[src/rtl/mem_ctrl_pkg.sv]
// Shared definitions for the CPU memory path: widths, AXI response codes
// and the memory-controller FSM state encoding.
package mem_ctrl_pkg;

    localparam int ISA_WIDTH  = 32;
    localparam int MASK_WIDTH = 4;

    localparam logic [1:0] AXI_OKAY   = 2'b00;
    localparam logic [1:0] AXI_SLVERR = 2'b10;

    typedef enum logic [2:0] {
        ST_IDLE = 3'd0,
        ST_AR   = 3'd1,
        ST_R    = 3'd2,
        ST_AW   = 3'd3,
        ST_B    = 3'd4,
        ST_DONE = 3'd5
    } mem_state_e;

endpackage

[src/rtl/mem_ctrl_lane_align.sv]
// Combinational byte-lane shifter: moves store data/mask up to the addressed
// byte lane and brings load data down from it. Lanes pushed past the word are lost.
module mem_lane_align #(
    parameter int DATA_W = 32,
    parameter int MASK_W = 4
) (
    input  logic [1:0]        i_off,
    input  logic [DATA_W-1:0] i_wdata,
    input  logic [MASK_W-1:0] i_mask,
    input  logic [DATA_W-1:0] i_rdata,
    output logic [DATA_W-1:0] o_wdata,
    output logic [MASK_W-1:0] o_wstrb,
    output logic [DATA_W-1:0] o_rdata
);

    logic [4:0] w_bit_sh;

    assign w_bit_sh = {i_off, 3'b000};
    assign o_wdata  = i_wdata << w_bit_sh;
    assign o_wstrb  = i_mask << i_off;
    assign o_rdata  = i_rdata >> w_bit_sh;

endmodule

[src/rtl/mem_ctrl.sv]
// Serialises the fetch port and the load/store port onto a single AXI4-Lite
// master with one transaction in flight; port 2 has fixed priority.
module mem_ctrl
    import mem_ctrl_pkg::*;
#(
    parameter int ADDR_W = 32,
    parameter int DATA_W = ISA_WIDTH,
    parameter int MASK_W = MASK_WIDTH
) (
    input  logic              clk,
    input  logic              rst,
    input  logic [ADDR_W-1:0] mem_1_addr,
    input  logic              mem_1_r_en,
    output logic [DATA_W-1:0] mem_1_r,
    output logic              mem_1_finish,
    input  logic [ADDR_W-1:0] mem_2_addr,
    input  logic [DATA_W-1:0] mem_2_w,
    input  logic [MASK_W-1:0] mem_2_mask,
    input  logic              mem_2_r_en,
    input  logic              mem_2_w_en,
    output logic [DATA_W-1:0] mem_2_r,
    output logic              mem_2_finish,
    output logic [ADDR_W-1:0] axi_araddr,
    output logic              axi_arvalid,
    input  logic              axi_arready,
    input  logic [DATA_W-1:0] axi_rdata,
    input  logic [1:0]        axi_rresp,
    input  logic              axi_rvalid,
    output logic              axi_rready,
    output logic [ADDR_W-1:0] axi_awaddr,
    output logic              axi_awvalid,
    input  logic              axi_awready,
    output logic [DATA_W-1:0] axi_wdata,
    output logic [MASK_W-1:0] axi_wstrb,
    output logic              axi_wvalid,
    input  logic              axi_wready,
    input  logic [1:0]        axi_bresp,
    input  logic              axi_bvalid,
    output logic              axi_bready,
    output mem_state_e        dbg_state,
    output logic              dbg_resp_err
);

    // AXI handshake rule: a transfer occurs on the rising edge where valid and
    // ready are both high; valid and its payload are held until that edge.

    mem_state_e        r_state;
    logic              r_p1_pend;
    logic [ADDR_W-1:0] r_p1_addr;
    logic              r_p2_pend;
    logic              r_p2_we;
    logic [ADDR_W-1:0] r_p2_addr;
    logic [DATA_W-1:0] r_p2_wdata;
    logic [MASK_W-1:0] r_p2_mask;

    logic              r_act_p2;
    logic [ADDR_W-1:0] r_araddr;
    logic              r_arvalid;
    logic              r_rready;
    logic [ADDR_W-1:0] r_awaddr;
    logic              r_awvalid;
    logic [DATA_W-1:0] r_wdata;
    logic [MASK_W-1:0] r_wstrb;
    logic              r_wvalid;
    logic              r_bready;
    logic              r_fin1;
    logic              r_fin2;
    logic [DATA_W-1:0] r_mem_1_r;
    logic [DATA_W-1:0] r_mem_2_r;
    logic              r_resp_err;

    logic              w_take_1;
    logic              w_take_2;
    logic [1:0]        w_off;
    logic [DATA_W-1:0] w_al_wdata;
    logic [MASK_W-1:0] w_al_wstrb;
    logic [DATA_W-1:0] w_al_rdata;
    logic              w_aw_done;
    logic              w_w_done;

    assign w_take_2  = (r_state == ST_IDLE) && r_p2_pend;
    assign w_take_1  = (r_state == ST_IDLE) && !r_p2_pend && r_p1_pend;
    // Stores are shifted while leaving IDLE; loads are shifted with the held read address.
    assign w_off     = (r_state == ST_IDLE) ? r_p2_addr[1:0] : r_araddr[1:0];
    assign w_aw_done = !r_awvalid || axi_awready;
    assign w_w_done  = !r_wvalid || axi_wready;

    mem_lane_align #(
        .DATA_W (DATA_W),
        .MASK_W (MASK_W)
    ) u_align (
        .i_off   (w_off),
        .i_wdata (r_p2_wdata),
        .i_mask  (r_p2_mask),
        .i_rdata (axi_rdata),
        .o_wdata (w_al_wdata),
        .o_wstrb (w_al_wstrb),
        .o_rdata (w_al_rdata)
    );

    // A pulse arriving on the same edge the slot is taken re-arms the slot.
    always_ff @(posedge clk or negedge rst) begin
        if (!rst) begin
            r_p1_pend  <= 1'b0;
            r_p1_addr  <= '0;
            r_p2_pend  <= 1'b0;
            r_p2_we    <= 1'b0;
            r_p2_addr  <= '0;
            r_p2_wdata <= '0;
            r_p2_mask  <= '0;
        end else begin
            if (mem_1_r_en) begin
                r_p1_pend <= 1'b1;
                r_p1_addr <= mem_1_addr;
            end else if (w_take_1) begin
                r_p1_pend <= 1'b0;
            end
            if (mem_2_w_en) begin
                r_p2_pend  <= 1'b1;
                r_p2_we    <= 1'b1;
                r_p2_addr  <= mem_2_addr;
                r_p2_wdata <= mem_2_w;
                r_p2_mask  <= mem_2_mask;
            end else if (mem_2_r_en) begin
                r_p2_pend <= 1'b1;
                r_p2_we   <= 1'b0;
                r_p2_addr <= mem_2_addr;
            end else if (w_take_2) begin
                r_p2_pend <= 1'b0;
            end
        end
    end

    always_ff @(posedge clk or negedge rst) begin
        if (!rst) begin
            r_state    <= ST_IDLE;
            r_act_p2   <= 1'b0;
            r_araddr   <= '0;
            r_arvalid  <= 1'b0;
            r_rready   <= 1'b0;
            r_awaddr   <= '0;
            r_awvalid  <= 1'b0;
            r_wdata    <= '0;
            r_wstrb    <= '0;
            r_wvalid   <= 1'b0;
            r_bready   <= 1'b0;
            r_fin1     <= 1'b0;
            r_fin2     <= 1'b0;
            r_mem_1_r  <= '0;
            r_mem_2_r  <= '0;
            r_resp_err <= 1'b0;
        end else begin
            case (r_state)
                ST_IDLE: begin
                    if (w_take_2) begin
                        r_act_p2 <= 1'b1;
                        if (r_p2_we) begin
                            r_awaddr  <= r_p2_addr;
                            r_wdata   <= w_al_wdata;
                            r_wstrb   <= w_al_wstrb;
                            r_awvalid <= 1'b1;
                            r_wvalid  <= 1'b1;
                            r_state   <= ST_AW;
                        end else begin
                            r_araddr  <= r_p2_addr;
                            r_arvalid <= 1'b1;
                            r_state   <= ST_AR;
                        end
                    end else if (w_take_1) begin
                        r_act_p2  <= 1'b0;
                        r_araddr  <= r_p1_addr;
                        r_arvalid <= 1'b1;
                        r_state   <= ST_AR;
                    end
                end
                ST_AR: begin
                    if (axi_arready) begin
                        r_arvalid <= 1'b0;
                        r_rready  <= 1'b1;
                        r_state   <= ST_R;
                    end
                end
                ST_R: begin
                    if (axi_rvalid) begin
                        r_rready <= 1'b0;
                        if (r_act_p2) begin
                            r_mem_2_r <= w_al_rdata;
                            r_fin2    <= 1'b1;
                        end else begin
                            r_mem_1_r <= axi_rdata;
                            r_fin1    <= 1'b1;
                        end
                        if (axi_rresp != AXI_OKAY) r_resp_err <= 1'b1;
                        r_state <= ST_DONE;
                    end
                end
                ST_AW: begin
                    if (axi_awready) r_awvalid <= 1'b0;
                    if (axi_wready) r_wvalid <= 1'b0;
                    if (w_aw_done && w_w_done) begin
                        r_bready <= 1'b1;
                        r_state  <= ST_B;
                    end
                end
                ST_B: begin
                    if (axi_bvalid) begin
                        r_bready <= 1'b0;
                        r_fin2   <= r_act_p2;
                        r_fin1   <= !r_act_p2;
                        if (axi_bresp != AXI_OKAY) r_resp_err <= 1'b1;
                        r_state <= ST_DONE;
                    end
                end
                ST_DONE: begin
                    r_fin1  <= 1'b0;
                    r_fin2  <= 1'b0;
                    r_state <= ST_IDLE;
                end
                default: r_state <= ST_IDLE;
            endcase
        end
    end

    assign axi_araddr   = r_araddr;
    assign axi_arvalid  = r_arvalid;
    assign axi_rready   = r_rready;
    assign axi_awaddr   = r_awaddr;
    assign axi_awvalid  = r_awvalid;
    assign axi_wdata    = r_wdata;
    assign axi_wstrb    = r_wstrb;
    assign axi_wvalid   = r_wvalid;
    assign axi_bready   = r_bready;
    assign mem_1_r      = r_mem_1_r;
    assign mem_1_finish = r_fin1;
    assign mem_2_r      = r_mem_2_r;
    assign mem_2_finish = r_fin2;
    assign dbg_state    = r_state;
    assign dbg_resp_err = r_resp_err;

endmodule

[config.mk]
export PLATFORM = sky130hd
export DESIGN_NAME = mem_ctrl
export DESIGN_NICKNAME = d
export VERILOG_FILES = /design/src/rtl/mem_ctrl_pkg.sv /design/src/rtl/mem_ctrl_lane_align.sv /design/src/rtl/mem_ctrl.sv
export SDC_FILE = /design/constraint.sdc
export NUM_CORES = 1
export LEC_CHECK = 0
export BUFFER_PORTS_ARGS = -buffer_cell sky130_fd_sc_hd__buf_4
export CAP_MARGIN = 10
export CORE_MARGIN = 2
export CORE_UTILIZATION = 53
export DETAILED_ROUTE_END_ITERATION = 10
export PLACE_DENSITY = 0.91
export SYNTH_ARGS = -nofsm -noshare
export SYNTH_HDL_FRONTEND = slang
export SYNTH_SLANG_ARGS = --single-unit
[constraint.sdc]
create_clock -name clk -period 2.7 [get_ports clk]
set_input_delay 0.135 -clock clk [delete_from_list [all_inputs] [get_ports clk]]
set_output_delay 0.135 -clock clk [all_outputs]
set_load 0.02 [all_outputs]
---- Yosys cells after proc, flatten, opt, wreduce, memory -nomap -nowiden ----
Index checks and enable logic that the tools add are counted.
cells by class
  eq/ne operators ......................... 20
  shift operators ......................... 3
  muxes and demuxes ....................... 52
  bitwise logic cells ..................... 1
  reductions and logical operators ........ 37
operators with widths
  cell                number
  $mux 32             5
  $shl 32x5->32       1
  $shr 32x5->32       1
  $mux 1              30
  $ne 2x2->1 const B  13
  $reduce_and 4->1    5
  $reduce_bool 2->1   10
  $mux 3              6
  $reduce_and 3->1    6
  $pmux 3 s5          1
  $pmux 1 s2          6
  $reduce_and 5->1    2
  $eq 3x2->1 const B  2
  $eq 3x3->1 const B  2
  $ne 3x3->1 const B  2
  $pmux 1 s3          2
  $reduce_bool 3->1   2
  $logic_and 1x1->1   4
  $logic_not 1->1     4
  $mux 2              2
  $shl 4x2->4         1
  $eq 3x1->1 const B  1
  $logic_not 3->1     1
  $logic_or 1x1->1    2
  2 further kinds     2
storage, ports and cells
  register bits ........................... 279
  bits of input ports ..................... 146
  logic and storage cells ................. 136

---- Depth between registers and ports, before layout ----
Gate-level depths: netlist of the first run.
  depth in word-level cells ............... 6
  gate-level depth with buffers ........... 8

---- By module ----
From an unflattened synthesis of the first run, not the netlist that was laid out.
second synthesis, totals
  cell total of the unflattened synthesis .. 854
  area total of the unflattened synthesis .. 12000.3 um2
modules (own cells, without submodules)
  module          instances  cells an instance  area each (um2)
  mem_ctrl        1          717                10844.2
  mem_lane_align  1          137                1156.1

---- Least setup slack after synthesis of the first run ----
OpenSTA, ideal clock, no wires.
  path kind ............................... reg2reg
  start point ............................. register r_state[1], in the netlist dbg_state[1]
  end point ............................... register r_mem_2_r[15], in the netlist mem_2_r[15]
  arrival time ............................ 2.195 ns
  required time ........................... 2.574 ns
  path slack .............................. 0.379 ns
  stages on the path, launching flop included .. 8
  path buffers ............................ 3
  path through ............................ dfrtp_1 > buf_4 > or4b_1 > buf_2 > nand2_4 > buf_6 > mux2_4 > a221o_1
between the ends
  word-level cells in the longest chain between the ends .. 3
  elaborated cells on any way between the ends .. 5
  classes of those cells .................. 1 x eq/ne; 1 x shift; 1 x mux; 2 x reduce/logical
RTL lines
  what                    RTL line                   RTL
  start, declared         mem_ctrl.sv:47             mem_state_e r_state;
  start signal, assigned  mem_ctrl.sv:136            r_state <= ST_IDLE;
  start signal, assigned  mem_ctrl.sv:163            r_state <= ST_AW;
  start signal, assigned  mem_ctrl.sv:167            r_state <= ST_AR;
  $logic_not 3->1         mem_ctrl.sv:84             assign w_off = (r_state == ST_IDLE) ? r_p2_addr[1:0] : r_araddr[1:0];
  $mux 2                  mem_ctrl.sv:84
  $shr 32x5->32           mem_ctrl_lane_align.sv:21  assign o_rdata = i_rdata >> w_bit_sh;
  end signal, assigned    mem_ctrl.sv:187            r_mem_2_r <= w_al_rdata;
  end, declared           mem_ctrl.sv:69             logic [DATA_W-1:0] r_mem_2_r;
Parallel ways exist; a longest one is shown, timed or not.
A chain may end at the register's enable or synchronous reset.

---- Final worst setup path of the first run ----
  start point ............................. register r_state[0], in the netlist dbg_state[0]
  end point ............................... register r_wdata[1], in the netlist axi_wdata[1]
between the ends
  word-level cells in the longest chain between the ends .. 3
  elaborated cells on any way between the ends .. 5
  classes of those cells .................. 1 x shift; 1 x mux; 3 x reduce/logical
RTL lines
  what                                                      RTL line                                         RTL
  $logic_not 3->1 (*)                                       mem_ctrl.sv:81, mem_ctrl.sv:84, mem_ctrl.sv:153
  $mux 2 / $logic_and 1x1->1 (equally long branches)        mem_ctrl.sv:84, mem_ctrl.sv:81
  $shl 32x5->32 / $reduce_and 3->1 (equally long branches)  --
  end signal, assigned                                      mem_ctrl.sv:159                                  r_wdata <= w_al_wdata;
  end, declared                                             mem_ctrl.sv:62                                   logic [DATA_W-1:0] r_wdata;
Mark *: on every way between the ends. The rest lies on a longest branch, timed or not.

==> metrics, run 1 <==
final wirelength 40.8 mm; global router's overall resource usage 34.2%; area enclosed by the die boundary 0.0235 mm^2; vias in the first global route 11100; Die H 153 um; Post-Syn Area per Cell 12.1 um^2; Setup Crit Path Kind register to register; register area 0.00698 mm^2; worst endpoint required time 3160 ps; slew at the pin with the worst max-slew slack 954 ps; routability cong. 0.858; filler-free cell count of the finished design 1731; Yosys warning total 0; number of placed cells counting well taps 1537; post-synthesis instance area 0.0118 mm^2; most frequent cells in the layout 341 x buf_4, 279 x dfrtp_1, 185 x nand2_1, 141 x dlygate4sd3_1, 127 x mux2_2; CP peak stage delay 580 ps; wire length of the first global-routing pass 63.4 mm; Min Clock Period, post-route 2650 ps; count of buffer and inverter cells on the critical path 1; number of placement rows 54; Final setup violation count 0; total grt overflow 0; Worst-path clk slew 70 ps; minimum hold slack 20.9 ps; fin worst setup slack 53.9 ps; share of async-settable or async-resettable flops after synthesis 100%; max-cap violations 0; unrepaired setup endpoints after global routing false; total power divided by cell area 1120 mW/mm^2; master cell of the clock root buffer clkbuf_16; master of the slowest instance on the critical path or3_1; I/O Pins 321; TritonCTS clock tree built; relative slew slack 36.4%; number of unique standard cell types used by synthesis 53; clock tree buffer depth 3; Area Growth Syn to Fin 42.8%; total CTS buffers 29; final cycle utilization of the critical path 98.0%; post-route clock skew 11.7 ps; number of port buffers 320; post-route ant nets 0; Wirelength per Cell 23.6 um; most common cell after layout, fill and taps aside buf_4; startpoint class of the critical path register; peak clock frequency supported by timing 378 MHz; final-stage net count 1575; # DRC 0; maximum level of the CTS H-tree 1; kind of end point of the critical path register; detailed placer's ending HPWL 22.9 mm; First DRT Iteration DRCs 726; cell area after placement 0.0145 mm^2; share of final-layout standard cells stronger than drive strength 1 37.8%; status finished, final reports clean; total negative slack for setup checks 0 ps; DR pass1 iterations 5; share of synthesized area occupied by flip-flops and latches 59.2%; number of antenna violations at the first check in global routing 0; reported leakage power 7.93 nW; Setup WS pre-CTS 212 ps; maximum number of pins on one net before global-route repair 90; final hold vios 0; dominant register cell in the synthesized netlist dfrtp_1; clock network latency to the later pin of the worst-skew pair 550 ps; count of mapped cells out of synthesis 973; Layout Cell Area excl Fill 0.0168 mm^2; standard cell core area 0.0218 mm^2; Min-Delay Path Class primary input to register; Die W 153 um; Final Max Tran Viols 0; post-synthesis register bit count 279; Post-synth EDFFs 0; area used by multi-input combinational logic 0.00445 mm^2; Antenna Cells 0; WP data arrival 3100 ps; via count 10300; effective utilization at floorplan 54.0%; CTS-repair resized insts 0; Critical Path Fanout Max 19; Avg Vias per Cell 5.97; largest vdd supply drop 783 uV; cell type group with the largest total delay on the critical path simple AND/OR/NAND/NOR gates; Net Count, Synth 1119; final-layout fill cell count 1199; Cell Chain, Critical Path or3_1 -> buf_4 -> or2_2 -> nor2_2 -> a22o_1; Total Power 18.8 mW; utilization of the core after routing 77.2%; Clock Sink Count 279
[worst register-to-register path: stages, from the launching register on]
cell,delay (ps)
dfrtp_1,480
or3_1,580
buf_4,280
or2_2,480
nor2_2,440
a22o_1,300
[layout make-up]
type                    count  share of cell area (%)
repair buffers            488                    24.3
well taps                 280                    2.08
inverters                  17                   0.379
flip-flops and latches    279                    41.5
clock inverters             7                   0.245
multi-input cells         614                    26.4
clock buffers              46                    5.16
[where the power goes]
group,switching [mW],internal [mW]
Combinational,4.77,3.47
Sequential,1.12,5.55
Clock,1.73,2.20
[logic make-up (layout without fill, tap and decap cells)]
logic type             after synthesis  count (layout)  share of synthesized area [%]
buffers and inverters               80             558                           3.39
AO/OA/AOI/OAI                      157             157                           8.90
multiplexers                       194             194                           18.1
flip-flops                         279             279                           59.2
AND/OR/NAND/NOR                    263             263                           10.4
[synth_stat cells, types with 2 or more instances]
master | number | share of area [%]
mux2_2 | 127 | 12
o21ai_0 | 67 | 2.8
buf_6 | 10 | 0.96
nand3_1 | 19 | 0.81
nor2_1 | 10 | 0.32
o22ai_1 | 2 | 0.11
nand2b_1 | 2 | 0.11
buf_2 | 10 | 0.42
inv_1 | 16 | 0.51
nor3_2 | 2 | 0.17
a221oi_1 | 3 | 0.22
nor4_1 | 7 | 0.37
mux2i_1 | 59 | 5.0
a21o_1 | 3 | 0.19
o211ai_1 | 11 | 0.70
nor3_1 | 5 | 0.21
a221o_1 | 8 | 0.68
nor4b_2 | 5 | 0.64
a22o_1 | 17 | 1.3
mux2_4 | 2 | 0.25
mux2_1 | 5 | 0.48
clkbuf_1 | 40 | 1.3
o21ai_1 | 7 | 0.30
nor4b_1 | 7 | 0.52
or3_1 | 2 | 0.11
nand4_1 | 5 | 0.27
o221a_2 | 8 | 0.76
a31oi_1 | 8 | 0.42
buf_4 | 3 | 0.19
nand2_1 | 185 | 5.9
nor3b_1 | 2 | 0.13
a21oi_1 | 12 | 0.51
o221ai_1 | 4 | 0.30
nor2b_1 | 3 | 0.16
dfrtp_1 | 279 | 59
[flip-flops by register name (all words and copies together) (netlist names), 3 cells and up]
name and count:
axi_araddr 32, axi_awaddr 32, r_p2_wdata 32, mem_1_r 32, r_p1_addr 32, r_p2_mask 4, dbg_state 3, r_p2_addr 32
axi_wdata 32, axi_wstrb 4, mem_2_r 32
[routing by layer]
layer | track usage [%] | part of all wire, % | vias to the layer above
met4 | 16.8 | 5.3 | 0
li1 | - | - | 4349
met2 | 60.5 | 52 | 712
met1 | 39.3 | 34 | 5097
met5 | 0 | 0 | -
met3 | 7.51 | 8.7 | 168
[path summary, 6_finish.rpt]
path,startpoint,end,slack [ps],depth (start not counted)
worst max-delay path,dbg_state[0],axi_wdata[1],50,5
worst min-delay path,axi_rresp[1],dbg_resp_err,20,4
worst max register to register,dbg_state[0],axi_wdata[1],50,5
worst min register to register,axi_araddr[30],axi_araddr[30],480,2
max in group asynchronous,rst,mem_2_r[17],1640,3
min in group asynchronous,rst,axi_wdata[4],210,2
[what timing repair did]
action,in CTS,in global routing
setup buffers,0,0
endpoints found under the hold margin,255,0
hold buffers,141,0
endpoints found under the setup margin,0,0
Power figures use the tool's default switching activity.
==> inputs of run 2 (changes only) <==
--- a/config.mk
+++ b/config.mk
@@ -6,10 +6,10 @@
 export NUM_CORES = 1
 export LEC_CHECK = 0
 export BUFFER_PORTS_ARGS = -buffer_cell sky130_fd_sc_hd__buf_4
-export CAP_MARGIN = 10
 export CORE_MARGIN = 2
 export CORE_UTILIZATION = 53
 export DETAILED_ROUTE_END_ITERATION = 10
+export MAX_ROUTING_LAYER = met4
 export PLACE_DENSITY = 0.91
 export SYNTH_ARGS = -nofsm -noshare
 export SYNTH_HDL_FRONTEND = slang
==> metrics, run 2 (same netlist as run 1, synthesis figures left out) <==
status finished, final reports clean; worst endpoint required time 3160 ps; via count 10300; final hold vios 0; final cycle utilization of the critical path 97.6%; Antenna Cells 0; largest vdd supply drop 779 uV; Setup WS pre-CTS 212 ps; Setup Crit Path Kind register to register; number of buffers added for setup after CTS 0; number of port buffers 320; Total Power 18.8 mW; final-stage net count 1575; Final setup violation count 0; routability cong. 0.873; Die W 153 um; Min Clock Period, post-route 2640 ps; master cell of the clock root buffer clkbuf_16; WP data arrival 3100 ps; startpoint class of the critical path register; Worst-path clk slew 60 ps; clock tree buffer depth 3; share of final-layout standard cells stronger than drive strength 1 37.8%; post-route ant nets 0; wire length of the first global-routing pass 63.2 mm; max-cap violations 0; Die H 153 um; Min-Delay Path Class primary input to register; clock network latency to the later pin of the worst-skew pair 550 ps; most frequent cells in the layout 341 x buf_4, 279 x dfrtp_1, 185 x nand2_1, 141 x dlygate4sd3_1, 127 x mux2_2; slew at the pin with the worst max-slew slack 950 ps; area enclosed by the die boundary 0.0235 mm^2; Avg Vias per Cell 5.96; DR pass1 iterations 7; final wirelength 40.9 mm; # DRC 0; total CTS buffers 29; post-route clock skew 18.3 ps; total grt overflow 0; fin worst setup slack 64.7 ps; Area Growth Syn to Fin 42.8%; maximum number of pins on one net before global-route repair 90; final-layout fill cell count 1199; Final Max Tran Viols 0; CTS Hold Buffers Added 141; reported leakage power 7.93 nW; global router's overall resource usage 35.2%; CTS-repair resized insts 0; First DRT Iteration DRCs 778; detailed placer's ending HPWL 22.9 mm; unrepaired setup endpoints after global routing false; Wirelength per Cell 23.6 um; total negative slack for setup checks 0 ps; Critical Path Fanout Max 19; standard cell core area 0.0218 mm^2; number of antenna violations at the first check in global routing 0; TritonCTS clock tree built; I/O Pins 321; kind of end point of the critical path register; effective utilization at floorplan 54.0%; vias in the first global route 11100; relative slew slack 36.7%; number of placement rows 54; total power divided by cell area 1120 mW/mm^2; maximum level of the CTS H-tree 1; peak clock frequency supported by timing 379 MHz; most common cell after layout, fill and taps aside buf_4; Clock Sink Count 279
[run 2: per-stage QoR]
| stage | hold WS [ps] | utilization [%] | cell area [um^2] | std cells |
|---|---|---|---|---|
| floorplan | -161 | - | 11800 | 973 |
| global placement | 192 | 66.5 | 14500 | 1537 |
| detailed placement | 198 | 66.5 | 14500 | 1537 |
| CTS | 5.50 | 77.2 | 16800 | 1731 |
| global route | 49.7 | 77.2 | 16800 | 1731 |
| finish | 24.8 | 77.2 | 16800 | 1731 |
[run 2: routing by layer]
metal  GRT usage, %  part of all wire [%]
met3           6.61                   8.2
met4           17.1                   5.4
met5              -                     0
met2           60.5                    52
met1           39.8                    35
[run 2: critical path, cell delays in order (launching register included)]
cell and delay (ps):
dfrtp_1 480, or3_1 580, buf_4 270, or2_2 480, nor2_2 450, a22o_1 290
[run 2: final cells by class]
| type | instances | area (um^2) | share of cell area (%) |
|---|---|---|---|
| clock inverters | 7 | 41.3 | 0.245 |
| multi-input cells | 614 | 4450 | 26.4 |
| clock buffers | 46 | 870 | 5.16 |
| flip-flops and latches | 279 | 6980 | 41.5 |
| repair buffers | 488 | 4090 | 24.3 |
| inverters | 17 | 63.8 | 0.379 |
| well taps | 280 | 350 | 2.08 |
[run 2: final timing paths]
check | start | to | slack [ps] | depth (start not counted)
worst max-delay path | dbg_state[0] | axi_wdata[1] | 60 | 5
worst min-delay path | axi_rresp[1] | dbg_resp_err | 20 | 4
worst max register to register | dbg_state[0] | axi_wdata[1] | 60 | 5
worst min register to register | axi_awaddr[26] | axi_awaddr[26] | 480 | 2
max in group asynchronous | rst | axi_awaddr[23] | 1620 | 3
min in group asynchronous | rst | axi_wdata[2] | 220 | 2
[run 2: power by group]
| part | internal (mW) | leakage (nW) | switching, mW |
|---|---|---|---|
| clock | 2.20 | 0.450 | 1.72 |
| combinational | 3.47 | 4.08 | 4.77 |
| sequential | 5.55 | 3.40 | 1.12 |
